[src/rtl/spi_alu_slave_frame_if.sv]
// SPI pin bundle between the Arduino master and the ALU slave.
// The master drives chip select and MOSI; the slave returns MISO.
interface spi_alu_slave_frame_if;
    logic CS;
    logic MOSI;
    logic MISO;

    modport master (output CS, output MOSI, input MISO);
    modport slave  (input CS, input MOSI, output MISO);
endinterface

[src/rtl/spi_alu_slave_frame.sv]
// Framed SPI ALU slave: receives start bit + op1/op2/opcode, executes in one cycle,
// then shifts the result back MSB first on MISO while holding it on result/leds.
module spi_alu_slave_frame #(
    parameter int unsigned OP_W   = 4,
    parameter int unsigned CODE_W = 4,
    parameter int unsigned LED_W  = 4
) (
    input  logic                  clk_arduino,
    input  logic                  reset,
    spi_alu_slave_frame_if.slave  spi,
    output logic [LED_W-1:0]      leds,
    output logic [2*OP_W-1:0]     result,
    output logic                  result_valid,
    output logic                  busy,
    output logic                  frame_err,
    output logic                  op_err
);

    localparam int unsigned FRAME_W = 2 * OP_W + CODE_W;
    localparam int unsigned RES_W   = 2 * OP_W;
    localparam int unsigned RX_CW   = $clog2(FRAME_W);
    localparam int unsigned TX_CW   = $clog2(RES_W);

    localparam logic [1:0] StIdle = 2'd0;
    localparam logic [1:0] StRx   = 2'd1;
    localparam logic [1:0] StExec = 2'd2;
    localparam logic [1:0] StTx   = 2'd3;

    logic [1:0]         state_q, state_d;
    logic [FRAME_W-1:0] rx_sh_q, rx_sh_d;
    logic [RX_CW-1:0]   rx_cnt_q, rx_cnt_d;
    logic [TX_CW-1:0]   tx_cnt_q, tx_cnt_d;
    logic [RES_W-1:0]   tx_sh_q, tx_sh_d;
    logic [RES_W-1:0]   result_q, result_d;
    logic [LED_W-1:0]   leds_q, leds_d;
    logic               result_valid_q, result_valid_d;
    logic               busy_q, busy_d;
    logic               frame_err_q, frame_err_d;
    logic               op_err_q, op_err_d;
    logic               miso_q, miso_d;

    logic [RES_W-1:0]  op1_ext, op2_ext, alu_res;
    logic [CODE_W-1:0] opc;
    logic              alu_undef;

    // Frame is shifted in MSB first: op1 ends up in the top bits, opcode at the bottom.
    always_comb begin
        op1_ext   = RES_W'(rx_sh_q[FRAME_W-1 -: OP_W]);
        op2_ext   = RES_W'(rx_sh_q[CODE_W +: OP_W]);
        opc       = rx_sh_q[CODE_W-1:0];
        alu_undef = 1'b0;
        case (opc)
            CODE_W'(0): alu_res = op1_ext + op2_ext;
            CODE_W'(1): alu_res = op1_ext - op2_ext;
            CODE_W'(2): alu_res = op1_ext & op2_ext;
            CODE_W'(3): alu_res = op1_ext | op2_ext;
            CODE_W'(4): alu_res = op1_ext ^ op2_ext;
            CODE_W'(5): alu_res = op1_ext * op2_ext;
            CODE_W'(6): alu_res = op1_ext << op2_ext;
            CODE_W'(7): alu_res = op1_ext >> op2_ext;
            default: begin
                alu_res   = '0;
                alu_undef = 1'b1;
            end
        endcase
    end

    always_comb begin
        state_d        = state_q;
        rx_sh_d        = rx_sh_q;
        rx_cnt_d       = rx_cnt_q;
        tx_cnt_d       = tx_cnt_q;
        tx_sh_d        = tx_sh_q;
        result_d       = result_q;
        leds_d         = leds_q;
        result_valid_d = 1'b0;
        frame_err_d    = 1'b0;
        op_err_d       = op_err_q;
        miso_d         = miso_q;

        case (state_q)
            StIdle: begin
                miso_d = 1'b0;
                if (!spi.CS && spi.MOSI) begin
                    state_d  = StRx;
                    rx_cnt_d = '0;
                    miso_d   = 1'b1;
                end
            end
            StRx: begin
                if (spi.CS) begin
                    state_d     = StIdle;
                    miso_d      = 1'b0;
                    frame_err_d = 1'b1;
                    rx_cnt_d    = '0;
                end else begin
                    rx_sh_d = {rx_sh_q[FRAME_W-2:0], spi.MOSI};
                    miso_d  = 1'b1;
                    if (rx_cnt_q == RX_CW'(FRAME_W - 1)) begin
                        state_d  = StExec;
                        rx_cnt_d = '0;
                    end else begin
                        rx_cnt_d = rx_cnt_q + 1'b1;
                    end
                end
            end
            StExec: begin
                if (spi.CS) begin
                    state_d     = StIdle;
                    miso_d      = 1'b0;
                    frame_err_d = 1'b1;
                end else begin
                    result_d       = alu_res;
                    leds_d         = alu_res[LED_W-1:0];
                    result_valid_d = 1'b1;
                    op_err_d       = alu_undef;
                    miso_d         = alu_res[RES_W-1];
                    tx_sh_d        = alu_res << 1;
                    tx_cnt_d       = '0;
                    state_d        = StTx;
                end
            end
            StTx: begin
                if (spi.CS || tx_cnt_q == TX_CW'(RES_W - 1)) begin
                    state_d  = StIdle;
                    miso_d   = 1'b0;
                    tx_cnt_d = '0;
                end else begin
                    miso_d   = tx_sh_q[RES_W-1];
                    tx_sh_d  = tx_sh_q << 1;
                    tx_cnt_d = tx_cnt_q + 1'b1;
                end
            end
            default: state_d = StIdle;
        endcase

        busy_d = (state_d != StIdle);
    end

    always_ff @(posedge clk_arduino or negedge reset) begin
        if (!reset) begin
            state_q        <= StIdle;
            rx_sh_q        <= '0;
            rx_cnt_q       <= '0;
            tx_cnt_q       <= '0;
            tx_sh_q        <= '0;
            result_q       <= '0;
            leds_q         <= '0;
            result_valid_q <= 1'b0;
            busy_q         <= 1'b0;
            frame_err_q    <= 1'b0;
            op_err_q       <= 1'b0;
            miso_q         <= 1'b0;
        end else begin
            state_q        <= state_d;
            rx_sh_q        <= rx_sh_d;
            rx_cnt_q       <= rx_cnt_d;
            tx_cnt_q       <= tx_cnt_d;
            tx_sh_q        <= tx_sh_d;
            result_q       <= result_d;
            leds_q         <= leds_d;
            result_valid_q <= result_valid_d;
            busy_q         <= busy_d;
            frame_err_q    <= frame_err_d;
            op_err_q       <= op_err_d;
            miso_q         <= miso_d;
        end
    end

    assign spi.MISO     = miso_q;
    assign leds         = leds_q;
    assign result       = result_q;
    assign result_valid = result_valid_q;
    assign busy         = busy_q;
    assign frame_err    = frame_err_q;
    assign op_err       = op_err_q;

endmodule

[src/flat_wrapper.sv]
// flat-port wrapper written by rule: the top's interface ports become plain ports
module spi_alu_slave_frame_flat 
#(
    parameter int unsigned OP_W   = 4,
    parameter int unsigned CODE_W = 4,
    parameter int unsigned LED_W  = 4
)
  (clk_arduino, reset, leds, result, result_valid, busy, frame_err, op_err, spi_CS, spi_MOSI, spi_MISO);
  spi_alu_slave_frame_if spi_i ();
  input  logic clk_arduino;
  input  logic reset;
  output logic [LED_W-1:0] leds;
  output logic [2*OP_W-1:0] result;
  output logic result_valid;
  output logic busy;
  output logic frame_err;
  output logic op_err;
  input wire logic [$bits(spi_i.CS)-1:0] spi_CS;
  input wire logic [$bits(spi_i.MOSI)-1:0] spi_MOSI;
  output wire logic [$bits(spi_i.MISO)-1:0] spi_MISO;
  assign spi_i.CS = spi_CS;
  assign spi_i.MOSI = spi_MOSI;
  assign spi_MISO = spi_i.MISO;
  spi_alu_slave_frame #(.OP_W(OP_W), .CODE_W(CODE_W), .LED_W(LED_W)) u_core (.clk_arduino(clk_arduino), .reset(reset), .spi(spi_i), .leds(leds), .result(result), .result_valid(result_valid), .busy(busy), .frame_err(frame_err), .op_err(op_err));
endmodule
[config.mk]
export PLATFORM = sky130hd
export DESIGN_NAME = spi_alu_slave_frame_flat
export DESIGN_NICKNAME = d
export VERILOG_FILES = /design/src/rtl/spi_alu_slave_frame_if.sv /design/src/rtl/spi_alu_slave_frame.sv /design/src/flat_wrapper.sv
export SDC_FILE = /design/constraint.sdc
export NUM_CORES = 1
export LEC_CHECK = 0
export BUFFER_PORTS_ARGS = -buffer_cell sky130_fd_sc_hd__buf_2
export CORE_MARGIN = 5
export CORE_UTILIZATION = 57
export CTS_BUF_LIST = sky130_fd_sc_hd__clkbuf_8
export CTS_CLUSTER_DIAMETER = 30
export CTS_CLUSTER_SIZE = 14
export DETAILED_ROUTE_END_ITERATION = 16
export PLACE_DENSITY = 0.86
export SETUP_SLACK_MARGIN = 0.4
export SYNTH_ARGS = -nofsm -noshare
export SYNTH_HDL_FRONTEND = slang
export SYNTH_SLANG_ARGS = --single-unit
[constraint.sdc]
create_clock -name clk_arduino -period 3.2 [get_ports clk_arduino]
set_input_delay 0 -clock clk_arduino [delete_from_list [all_inputs] [get_ports clk_arduino]]
set_output_delay 0 -clock clk_arduino [all_outputs]
set_load 0.01 [all_outputs]
After elaboration in Yosys (flattened, before gate mapping)

Cells that the tools add are included.

$add $sub $neg: 4
Multiply operators: 1
Div/mod/pow operators: 0
Order comparisons: 0
Equality and inequality tests: 15
Shift-type cells: 2
Muxes and demuxes: 26
Bitwise gates (word level): 4
Reductions and logical operators: 15

Operator list:

| operator                                                              | count |
|---|---|
| 8-bit case mux with 8 select lines                                    | 1 |
| 4-bit by 3-bit equality test with 1-bit output, second input constant | 4 |
| 8-bit 2-to-1 mux                                                      | 2 |
| 8-bit case mux with 2 select lines                                    | 1 |
| 4-bit 2-to-1 mux                                                      | 3 |
| 2-bit 2-to-1 mux                                                      | 5 |
| 4-bit by 2-bit equality test with 1-bit output, second input constant | 2 |
| 4-bit by 4-bit multiplier with 8-bit output                           | 1 |
| 1-bit 2-to-1 mux                                                      | 8 |
| 2-bit case mux with 4 select lines                                    | 1 |
| 4-bit case mux with 2 select lines                                    | 1 |
| 2-bit AND reduction                                                   | 4 |
| 8-bit OR reduction                                                    | 1 |
| 4-bit by 4-bit << shifter with 8-bit output                           | 1 |
| 4-bit by 4-bit right shift with 8-bit output                          | 1 |
| 3-bit 2-to-1 mux                                                      | 2 |
| 3-bit case mux with 2 select lines                                    | 1 |
| 2-bit nonzero test                                                    | 3 |
| 4-bit by 4-bit adder with 5-bit output                                | 1 |
| 4-bit by 4-bit subtractor with 5-bit output                           | 1 |
| 4-bit by 1-bit adder with 4-bit output, second input constant         | 1 |
| 4-bit AND                                                             | 1 |
| 2-bit equality test, second input constant                            | 2 |
| 4-bit by 1-bit equality test with 1-bit output, second input constant | 1 |
| other kinds (17)                                                      | 18 |

Bits in registers: 46
Latch bits: 0
Memory bits (writable): 0
Bits in read-only memories: 0
Input port bits: 4
Output and inout port bits: 17
Word-level logic and storage cells: 79
Memories kept: 0

Longest topological paths before layout

Word-level depth: 5
Gate-level depth with buffers: 13
Mapped depth without buffers: 12

Worst setup path before layout

Ideal clock, no wire load.

Kind: reg-to-reg
Start: register u_core.rx_sh_q[5]
End: register u_core.miso_q, in the netlist u_core.spi.MISO
Setup time: 0.128 ns
Arrival time: 2.881 ns
Required time: 3.072 ns
Setup slack: 0.191 ns
Cell stages (with the launch flop): 12
Path buffers: 1
Period minus slack after synthesis: 3.009 ns
Cell sequence: dfrtp_1 -> buf_4 -> nand2_1 -> fa_1 -> fa_1 -> inv_1 -> ha_1 -> a211oi_1 -> or4_1 -> nand3_1 -> nor4_1 -> o21ai_1

Word-level cells in the longest chain between the ends: 4
Elaborated cells on any way between the ends: 7
Those cells by class: add/sub: 1; mul: 1; shift: 2; mux: 3

RTL lines:

| item                                                                      | RTL line                   | text |
|---|---|---|
| from (decl)                                                               | spi_alu_slave_frame.sv:30  | `logic [FRAME_W-1:0] rx_sh_q, rx_sh_d;` |
| from (signal assigned)                                                    | spi_alu_slave_frame.sv:156 | `rx_sh_q <= rx_sh_d;` |
| 4-bit by 4-bit multiplier with 8-bit output, or another cell as far along | spi_alu_slave_frame.sv:58  | `CODE_W'(5): alu_res = op1_ext * op2_ext;` |
| 8-bit case mux with 8 select lines (*)                                    | spi_alu_slave_frame.sv:52  | `case (opc)` |
| 1-bit 2-to-1 mux (*)                                                      | spi_alu_slave_frame.sv:108 | `if (spi.CS) begin` |
| 1-bit case mux with 4 select lines (*)                                    | spi_alu_slave_frame.sv:81  | `case (state_q)` |
| net u_core.miso_d                                                         | spi_alu_slave_frame.sv:40  | `logic miso_q, miso_d;` |
| to (signal assigned)                                                      | spi_alu_slave_frame.sv:166 | `miso_q <= miso_d;` |
| to (decl)                                                                 | spi_alu_slave_frame.sv:40  |  |

Mark *: on every way through the listed nets, which the timed path passes. The rest lies on a longest branch.
A chain may end at the register's enable or synchronous reset.

Final worst setup path

Start: register u_core.rx_sh_q[8]
End: register u_core.tx_sh_q[4]

Word-level cells in the longest chain between the ends: 4
Elaborated cells on any way between the ends: 8
Those cells by class: add/sub: 2; mul: 1; shift: 2; mux: 3

RTL lines:

| item                                                                      | RTL line                   | text |
|---|---|---|
| 4-bit by 4-bit multiplier with 8-bit output, or another cell as far along | spi_alu_slave_frame.sv:58  |  |
| 8-bit case mux with 8 select lines (*)                                    | spi_alu_slave_frame.sv:52  |  |
| 8-bit 2-to-1 mux (*)                                                      | spi_alu_slave_frame.sv:108 |  |
| 8-bit case mux with 2 select lines (*)                                    | spi_alu_slave_frame.sv:81  |  |
| to (signal assigned)                                                      | spi_alu_slave_frame.sv:159 | `tx_sh_q <= tx_sh_d;` |
| to (decl)                                                                 | spi_alu_slave_frame.sv:33  | `logic [RES_W-1:0] tx_sh_q, tx_sh_d;` |

Mark *: on every way between the ends. The rest lies on a longest branch, timed or not. The select of a mux whose other input is x is not followed.

==> reports/metrics.cfg <==
[run]
drv_cap = 0

[run_status]
status = complete, no violations

[setup_path]
endpoint_kind = flip-flop
slowest_delay_ps = 570
critical-path-slowest-cell = fa_1
required_ps = 3370
path_cells = nand2_2 > fa_1 > fa_1 > fa_2 > nor3b_2 > a21oi_1 > o2bb2ai_1 > nor4_2 > a21oi_1
arrival_ps = 3070
path_class = flip-flop to flip-flop
startpoint = u_core.rx_sh_q[8]
cp-start-kind = flip-flop
path_delay_family = adder cells
cp.buffers_inverters = 0
timing.rr.start = u_core.rx_sh_q[8]
path_max_fanout = 3

[global_route]
antenna_found_initial = 0
first_global_vias = 3030
grt_max_degree = 42
track_usage_pct = 24.94
overflow = 0
grt_pass1_wl_um = 14740

[timing]
setup_viol = 0
final.setup.tns_ps = 0
finalCritPeriodShare_pct = 90.58
fin_skew_ps = 9.946
worst_slew_pin_slew_ps = 910.7
drv_slew = 0
hold_viol_final = 0
period_minus_slack_ps = 2899
relSlewSlack_pct = 39.29
max_freq_mhz = 345.0
rsz0062_at_grt = true
whs_ps = 36.76
final.setup.worst_slack_ps = 301.3

[logic_synthesis]
netlist_instances = 368
synth_fp_nets = 410
synth_area_per_cell_um2 = 8.809
synth_area_leader_cell = dfrtp_1
synth_edf_count = 0
ys.flop_type = dfrtp_1
netlist_top_cells_area = dfrtp_1 (32%), ha_1 (12%), o21ai_0 (4.5%), nand2_1 (4.3%), fa_1 (3.7%)
synth_seq_cells = 41
yosysUniqueCellTypes = 61
syn-cell-area_um2 = 3242
synth_top_area_share_pct = 31.65
synth-seq-area-share_pct = 31.65
synthArstFlopShare_pct = 100.0
yosysWarningCount = 0

[clock_tree]
clockBufferDepth = 2
cts_tree = yes
cts_buffers = 5
clock_sinks = 41
clkLatencyLatePin_ps = 300
clkTransAtPathRegs_ps = 90
cts_max_level = 2
cts_root_buffer = clkbuf_8

[placed_design]
post-place-cells = 447
pre_cts_ws_ps = 145.1
dpl_cell_area_um2 = 3390
place.gp.congestion = 0.9541
dp_hpwl_um = 5959
io_buffers = 20

[routing]
vias_per_cell = 6.603
drtIter0Drc = 446
wl_per_cell_um = 19.53
ant_nets = 0
vias = 3097
drc_errors = 0
first_pass_iters = 6
wl_um = 9160

[pwr]
power_mw = 2.523
p_leak_nw = 1.700
power_density_nw_per_um2 = 666.5
peakVddDrop_v = 0.0003379

[min_path]
worst_hold_startpoint = spi_MOSI
hp-class = input pin to flip-flop

[layout]
diodes = 0
drive_gt1_share_pct = 25.69
fin_cells = 469
layout-area-overhead-vs-synth_pct = 16.79
layout.nets = 438
design_area_um2 = 3786
final_cell_mix = nand2_1 (34), dfrtp_1 (34), o21ai_0 (27), inv_1 (26), nor2_1 (23)
final_core_util_pct = 68.76

[floorplan]
pin_count = 21
dieArea_um2 = 7296
core_um2 = 5507
die_x_um = 85.42
fp-row-count = 27
start_util_pct = 58.87
die_h_um = 85.42

==> sequential cells by signal, indices dropped and copies added, names as in the netlist <==
| name | cells |
|---|---|
| u_core.frame_err | 1 |
| u_core.rx_cnt_q | 4 |
| u_core.busy | 1 |
| u_core.tx_sh_q | 7 |
| u_core.op_err | 1 |
| u_core.leds | 3 |
| u_core.rx_sh_q | 12 |
| u_core.tx_cnt_q | 3 |
| u_core.state_q | 2 |
| u_core.spi.MISO | 1 |
| u_core.result | 5 |
| u_core.result_valid | 1 |
==> layer usage <==
layer	global-route usage [%]	wire length, um	vias to the layer above
li1	-	-	1354
met1	30.07	3461	1444
met2	42.44	4350	236
met5	0	0	-
met4	11.80	450	0
met3	5.049	897	63
==> layout make-up <==
type,count,area [um2]
Clock inverter,3,17.52
Inverter,31,116.4
Multi-Input combinational cell,277,2206
Fill cell,366,1720
Tap cell,72,90.09
Clock buffer,5,68.82
Sequential cell,41,1035
Timing Repair Buffer,40,252.7
==> synthesized netlist by cell type, drive strengths merged, types with 2 or more instances <==
cell type and count:
nand3 10, nor3b 6, nor2b 11, fa 6, or3 2, mux4 2
o31ai 7, a21boi 2, dfrtp 41, ha 32, buf 15, mux2 4
o21ai 31, o21a 3, nor4 4, a22o 2, o211ai 3, or4 6
o21bai 2, and2 5, o41ai 2, o2bb2ai 2, a31oi 9, clkinv 2
a211oi 3, nand2 37, and3b 2, mux2i 4, a21oi 18, inv 29
xnor2 2, nor2 24, nor3 6, a22oi 2, clkbuf 4, a21o 3
nand2b 9
==> path summary, 6_finish.rpt <==
kind	to	cells past startpoint	slack, ps
worst max-delay path	u_core.tx_sh_q[4]	9	300
worst min-delay path	u_core.rx_sh_q[0]	3	40
worst max register to register	u_core.tx_sh_q[4]	9	300
worst min register to register	u_core.op_err	2	490
max in group asynchronous	u_core.rx_sh_q[4]	2	2190
min in group asynchronous	u_core.tx_sh_q[2]	2	380
==> logic make-up after synthesis <==
kind of cell               Yosys count  share of synthesized area, %
buffers and inverters               50                         7.063
and+or+nand+nor                    131                         22.15
AOI/OAI and AO/OA                   96                         18.53
DFF                                 41                         31.65
adders and majority gates           38                         16.06
muxes                               10                         4.014
xor gates and xnor gates             2                        0.5404
==> repair_timing <==
item	in CTS	in global routing
hold buffers	1	0
hold endpoints to repair	41	0
resized for setup	24	18
pin swaps	11	11
endpoints found under the setup margin	12	10
setup buffers	11	2
==> power by group <==
part	switching [mW]	internal [mW]	leakage (nW)	total [mW]
Clock	0.188	0.151	0.0439	0.339
Combinational	0.782	0.583	1.12	1.37
Sequential	0.209	0.610	0.539	0.819
==> worst min-delay path, stage by stage <==
cell and delay, ps:
buf_2 100, inv_1 80, o21ai_0 90
Power figures use the tool's default switching activity.
